File: config.mk
export PLATFORM = sky130hd
export DESIGN_NAME = lut_cfg_loader
export DESIGN_NICKNAME = d
export VERILOG_FILES = /design/src/rtl/lut_cfg_pkg.sv /design/src/rtl/lut_cfg_slot.sv /design/src/rtl/lut_cfg_loader.sv
export SDC_FILE = /design/constraint.sdc
export NUM_CORES = 1
export LEC_CHECK = 0
export BUFFER_PORTS_ARGS = -buffer_cell sky130_fd_sc_hd__clkbuf_2
export CAP_MARGIN = 10
export CORE_AREA = 5 5 82 92
export DETAILED_ROUTE_END_ITERATION = 16
export DIE_AREA = 0 0 87 97
export PLACE_DENSITY = 0.73
export SYNTH_ARGS = -nofsm -noshare
export SYNTH_HDL_FRONTEND = slang
export SYNTH_SLANG_ARGS = --single-unit
File: constraint.sdc
create_clock -name CLK -period 1.6 [get_ports CLK]
set_input_delay 0.24 -clock CLK [delete_from_list [all_inputs] [get_ports CLK]]
set_output_delay 0.24 -clock CLK [all_outputs]
set_load 0.02 [all_outputs]
File: src/rtl/lut_cfg_pkg.sv
// Shared types and constants for the LUT configuration loader.
// One LUT word is the 8-entry truth table of a 3-input LUT PE.
`timescale 1ns/1ps
package lut_cfg_pkg;
  localparam int LUT_W = 8;

  typedef logic [LUT_W-1:0] lut_word_t;

  typedef enum logic [1:0] {
    IDLE   = 2'd0,
    LOAD   = 2'd1,
    COMMIT = 2'd2
  } cfg_state_t;
endpackage

File: src/rtl/lut_cfg_slot.sv
// One PE's configuration slot: a shadow register written by the frame,
// and an active register that only changes when the frame commits.
`timescale 1ns/1ps
module lut_cfg_slot
  import lut_cfg_pkg::*;
(
  input  logic      CLK,
  input  logic      ASYNCRESET,
  input  logic      wr_en,
  input  lut_word_t wr_data,
  input  logic      commit_en,
  output lut_word_t active
);
  lut_word_t shadow_reg;
  lut_word_t active_reg;

  always_ff @(posedge CLK or negedge ASYNCRESET) begin
    if (!ASYNCRESET) begin
      shadow_reg <= '0;
      active_reg <= '0;
    end else begin
      if (wr_en)
        shadow_reg <= wr_data;
      if (commit_en)
        active_reg <= shadow_reg;
    end
  end

  assign active = active_reg;
endmodule

File: src/rtl/lut_cfg_loader.sv
// Framed valid/ready loader for the LUT PE array: stages words per PE and
// commits every written PE on the same edge, pausing PE clocks for that cycle.
`timescale 1ns/1ps
module lut_cfg_loader
  import lut_cfg_pkg::*;
#(
  parameter int NUM_PE = 4,
  parameter int ADDR_W = (NUM_PE > 1) ? $clog2(NUM_PE) : 1
) (
  input  logic                    CLK,
  input  logic                    ASYNCRESET,
  input  logic                    cfg_valid,
  output logic                    cfg_ready,
  input  logic [ADDR_W-1:0]       cfg_addr,
  input  logic [LUT_W-1:0]        cfg_data,
  input  logic                    cfg_last,
  output logic [LUT_W*NUM_PE-1:0] inst_o,
  output logic                    pe_clk_en,
  output logic                    busy,
  output logic                    cfg_err,
  output logic [7:0]              commit_cnt
);
  cfg_state_t        state_reg, state_next;
  logic              rst_done_reg;
  logic [NUM_PE-1:0] mask_reg, mask_next;
  logic              cfg_err_reg, cfg_err_next;
  logic [7:0]        commit_cnt_reg, commit_cnt_next;
  logic [NUM_PE-1:0] slot_wr;

  logic        beat;
  logic [31:0] addr_ext;
  logic        in_range;

  // Widened so the range test stays meaningful when NUM_PE is a power of two.
  assign addr_ext = 32'(cfg_addr);
  assign in_range = addr_ext < 32'(NUM_PE);
  assign beat     = cfg_valid & cfg_ready;

  always_ff @(posedge CLK or negedge ASYNCRESET) begin
    if (!ASYNCRESET) begin
      state_reg      <= IDLE;
      rst_done_reg   <= 1'b0;
      mask_reg       <= '0;
      cfg_err_reg    <= 1'b0;
      commit_cnt_reg <= '0;
    end else begin
      state_reg      <= state_next;
      rst_done_reg   <= 1'b1;
      mask_reg       <= mask_next;
      cfg_err_reg    <= cfg_err_next;
      commit_cnt_reg <= commit_cnt_next;
    end
  end

  always_comb begin
    state_next      = state_reg;
    mask_next       = mask_reg;
    cfg_err_next    = cfg_err_reg;
    commit_cnt_next = commit_cnt_reg;
    slot_wr         = '0;

    case (state_reg)
      IDLE:    if (beat) state_next = cfg_last ? COMMIT : LOAD;
      LOAD:    if (beat && cfg_last) state_next = COMMIT;
      COMMIT:  state_next = IDLE;
      default: state_next = IDLE;
    endcase

    // The first beat of a frame starts a fresh error flag.
    if (beat)
      cfg_err_next = ((state_reg == IDLE) ? 1'b0 : cfg_err_reg) | ~in_range;

    for (int p = 0; p < NUM_PE; p++) begin
      if (beat && in_range && addr_ext == 32'(p)) begin
        slot_wr[p]   = 1'b1;
        mask_next[p] = 1'b1;
      end
    end

    if (state_reg == COMMIT) begin
      mask_next       = '0;
      commit_cnt_next = commit_cnt_reg + 8'd1;
    end
  end

  assign cfg_ready  = rst_done_reg && (state_reg != COMMIT);
  assign pe_clk_en  = rst_done_reg && (state_reg != COMMIT);
  assign busy       = (state_reg != IDLE);
  assign cfg_err    = cfg_err_reg;
  assign commit_cnt = commit_cnt_reg;

  generate
    for (genvar gi = 0; gi < NUM_PE; gi++) begin : g_slot
      lut_cfg_slot u_slot (
        .CLK        (CLK),
        .ASYNCRESET (ASYNCRESET),
        .wr_en      (slot_wr[gi]),
        .wr_data    (cfg_data),
        .commit_en  ((state_reg == COMMIT) && mask_reg[gi]),
        .active     (inst_o[LUT_W*gi +: LUT_W])
      );
    end
  endgenerate
endmodule
==> impl_metrics.py <==
metrics = {
    "clocking": {
        "clk_pin_slew_ps": 70,
        "htreeDepth": 3,
        "tritoncts": "built",
        "clock_sinks": 80,
        "post_cts_buffers": 0,
        "clk_path_buf_depth": 2,
        "clk_latency_ps": 340,
        "cts_buffers": 9,
        "root_buffer": "clkbuf_8",
    },
    "global_routing": {
        "grt_max_degree": 30,
        "overflow": 0,
        "grt_pass1_vias": 1898,
        "grt_pass1_wl_mm": 9.54,
        "antenna_found_initial": 0,
        "grt_usage": 0.146,
    },
    "finish": {
        "antenna_cells": 0,
        "nets": 286,
        "fill_cells": 500,
        "syn2layout_area_growth_pct": 25.0,
        "fin_cells": 358,
        "regArea_um2": 2000,
        "multi_input_area_um2": 1120,
        "drive_gt1_frac": 0.591,
    },
    "placement": {
        "dp_cells": 340,
        "io_buffers": 57,
        "dpl.hpwl_mm": 4.04,
        "routabilityCongestion": 0.713,
    },
    "die": {
        "die_area_um2": 8440,
        "die_height_um": 97,
        "start_util": 0.480,
        "core-area_um2": 6480,
        "die_w_um": 87,
        "ios": 58,
        "rows": 31,
    },
    "worst_setup_path": {
        "path_max_fanout": 4,
        "critPathRequiredTime_ps": 1360,
        "worst-setup-path-type": "reg2out",
        "cp.arrival_ps": 1320,
        "critPathLaunchType": "flip-flop",
        "ff2ff_setup_slack_ps": 60,
        "cp-end-kind": "output port",
    },
    "timing": {
        "fin_skew_ps": 14.7,
        "max_freq_mhz": 639,
        "fin_tns_setup_ps": 0,
        "hold_viol": 0,
        "drv_slew": 0,
        "post-route-min-period_ps": 1560,
        "period_share": 0.978,
        "setup_viol": 0,
        "hold_slack_ps": 119,
    },
    "power": {
        "power_density_nw_per_um2": 1620,
        "cellLeakagePower_nw": 1.91,
        "ir_worst_vdd_uv": 941,
    },
    "yosys": {
        "yosys_warnings": 0,
        "synthCells": 191,
        "synth-seq-cells": 80,
        "syn_area_um2": 3110,
        "ys_types": 27,
        "ys_seq_area_frac": 0.644,
        "syn-num-nets": 206,
        "syn_area_per_cell_um2": 16.3,
    },
    "run_status": {
        "status": "finished clean",
    },
    "routing": {
        "first_pass_iters": 4,
        "viasPerCell": 4.94,
        "wl_per_cell_um": 15.8,
        "dr_total_vias": 1769,
        "finalWirelength_mm": 5.67,
        "drt_iter0_drc": 53,
        "antenna_left": 0,
        "drc": 0,
    },
    "run": {
        "maxCapViolCount": 0,
    },
    "min_path": {
        "hold_path_class": "in2reg",
    },
}
[worst max-delay path, cell delays in order (launching register included)]
cell and delay (ps):
dfrtp_1 420, buf_6 140, or2_2 300, buf_6 140
[kinds of logic after synthesis]
| family | after synthesis | synth area share |
|---|---|---|
| adder cells (fa/ha/maj) | 1 | 0.00402 |
| flip-flops | 80 | 0.644 |
| other | 1 | 0.00121 |
| AO/OA/AOI/OAI | 7 | 0.0161 |
| multiplexers | 64 | 0.241 |
| AND/OR/NAND/NOR | 26 | 0.0612 |
| buffers and inverters | 5 | 0.0125 |
| XOR/XNOR | 7 | 0.0197 |
[final timing paths]
check,start,to,cells after the start
worst max-delay path,state_reg[0],busy,3
worst min-delay path,cfg_last,state_reg[0],2
worst max register to register,state_reg[1],g_slot[0].u_slot.shadow_reg[6],3
worst min register to register,commit_cnt[7],commit_cnt[7],1
max in group asynchronous,ASYNCRESET,g_slot[2].u_slot.shadow_reg[6],3
min in group asynchronous,ASYNCRESET,g_slot[2].u_slot.shadow_reg[2],2
[layout by cell type (no fill, tap or decap), types with 2 or more instances in the layout]
cell | synthesis | layout
and3_1 | 2 | 2
nor4b_4 | 2 | 2
o21a_1 | 3 | 3
nand4_1 | 3 | 3
inv_6 | 0 | 2
clkbuf_2 | 0 | 53
dfrtp_1 | 80 | 80
a21oi_1 | 2 | 2
buf_4 | 1 | 12
buf_12 | 0 | 2
clkbuf_8 | 0 | 10
xnor2_1 | 6 | 6
buf_6 | 2 | 2
nand2_1 | 11 | 8
clkinvlp_4 | 0 | 3
or4_4 | 1 | 2
mux2_2 | 56 | 50
nand2_2 | 0 | 3
mux2_4 | 8 | 14
[layout make-up]
cell class,instances,area share
clock inverter,7,0.0203
multi-input combinational,107,0.288
tap,82,0.0264
clock buffer,9,0.0319
timing repair buffer,72,0.117
inverter,1,0.000966
sequential,80,0.515
[synthesized netlist by cell type]
cell type | n | area [um2]
inv_1 | 1 | 3.75
o21a_1 | 3 | 22.5
conb_1 | 1 | 3.75
and2_1 | 1 | 6.26
a21oi_1 | 2 | 10.0
xnor2_1 | 6 | 52.6
or4_4 | 1 | 11.3
nand4_1 | 3 | 18.8
mux2_4 | 8 | 120
buf_4 | 1 | 7.51
nor3b_1 | 1 | 7.51
or2_2 | 1 | 6.26
nor3_2 | 1 | 10.0
xor2_1 | 1 | 8.76
and3_1 | 2 | 12.5
dfrtp_1 | 80 | 2000
nor2b_4 | 1 | 13.8
nand2_1 | 11 | 41.3
nor4b_4 | 2 | 47.6
buf_6 | 2 | 22.5
and4_1 | 1 | 8.76
nand2b_1 | 1 | 6.26
ha_1 | 1 | 12.5
a311oi_1 | 1 | 8.76
o31a_1 | 1 | 8.76
mux2_2 | 56 | 631
buf_2 | 1 | 5.00
[metrics by stage]
| step | area [um2] | util | setup WS [ps] | power, mW |
|---|---|---|---|---|
| after floorplan | 3130 | - | -95.5 | 4.15 |
| after global placement | 3620 | 0.558 | 35.5 | 4.79 |
| after detailed placement | 3620 | 0.558 | 6.93 | 4.84 |
| after CTS | 3850 | 0.595 | -2.71 | 6.35 |
| after global routing | 3890 | 0.600 | -9.04 | 6.64 |
| final | 3890 | 0.600 | 35.1 | 6.28 |
[repair_timing]
action | CTS | global route
setup endpoints to repair | 3 | 25
pin swaps | 0 | 1
hold buffers | 1 | 0
gates resized for setup | 6 | 9
endpoints found under the hold margin | 26 | 0
gates cloned | 0 | 1
[layer usage]
layer  vias to the layer above  share of wire  GRT usage
li1                        839              -          -
met1                       892           0.45      0.201
met2                        32           0.50      0.220
met3                         6          0.033     0.0382
met4                         0          0.012     0.0540
met5                         -              0          0
[where the power goes]
group          switching, mW  internal (mW)
combinational          0.954          0.844
sequential             0.353           2.64
clock                  0.750          0.734
No activity file was read; power rests on OpenSTA's default activity.
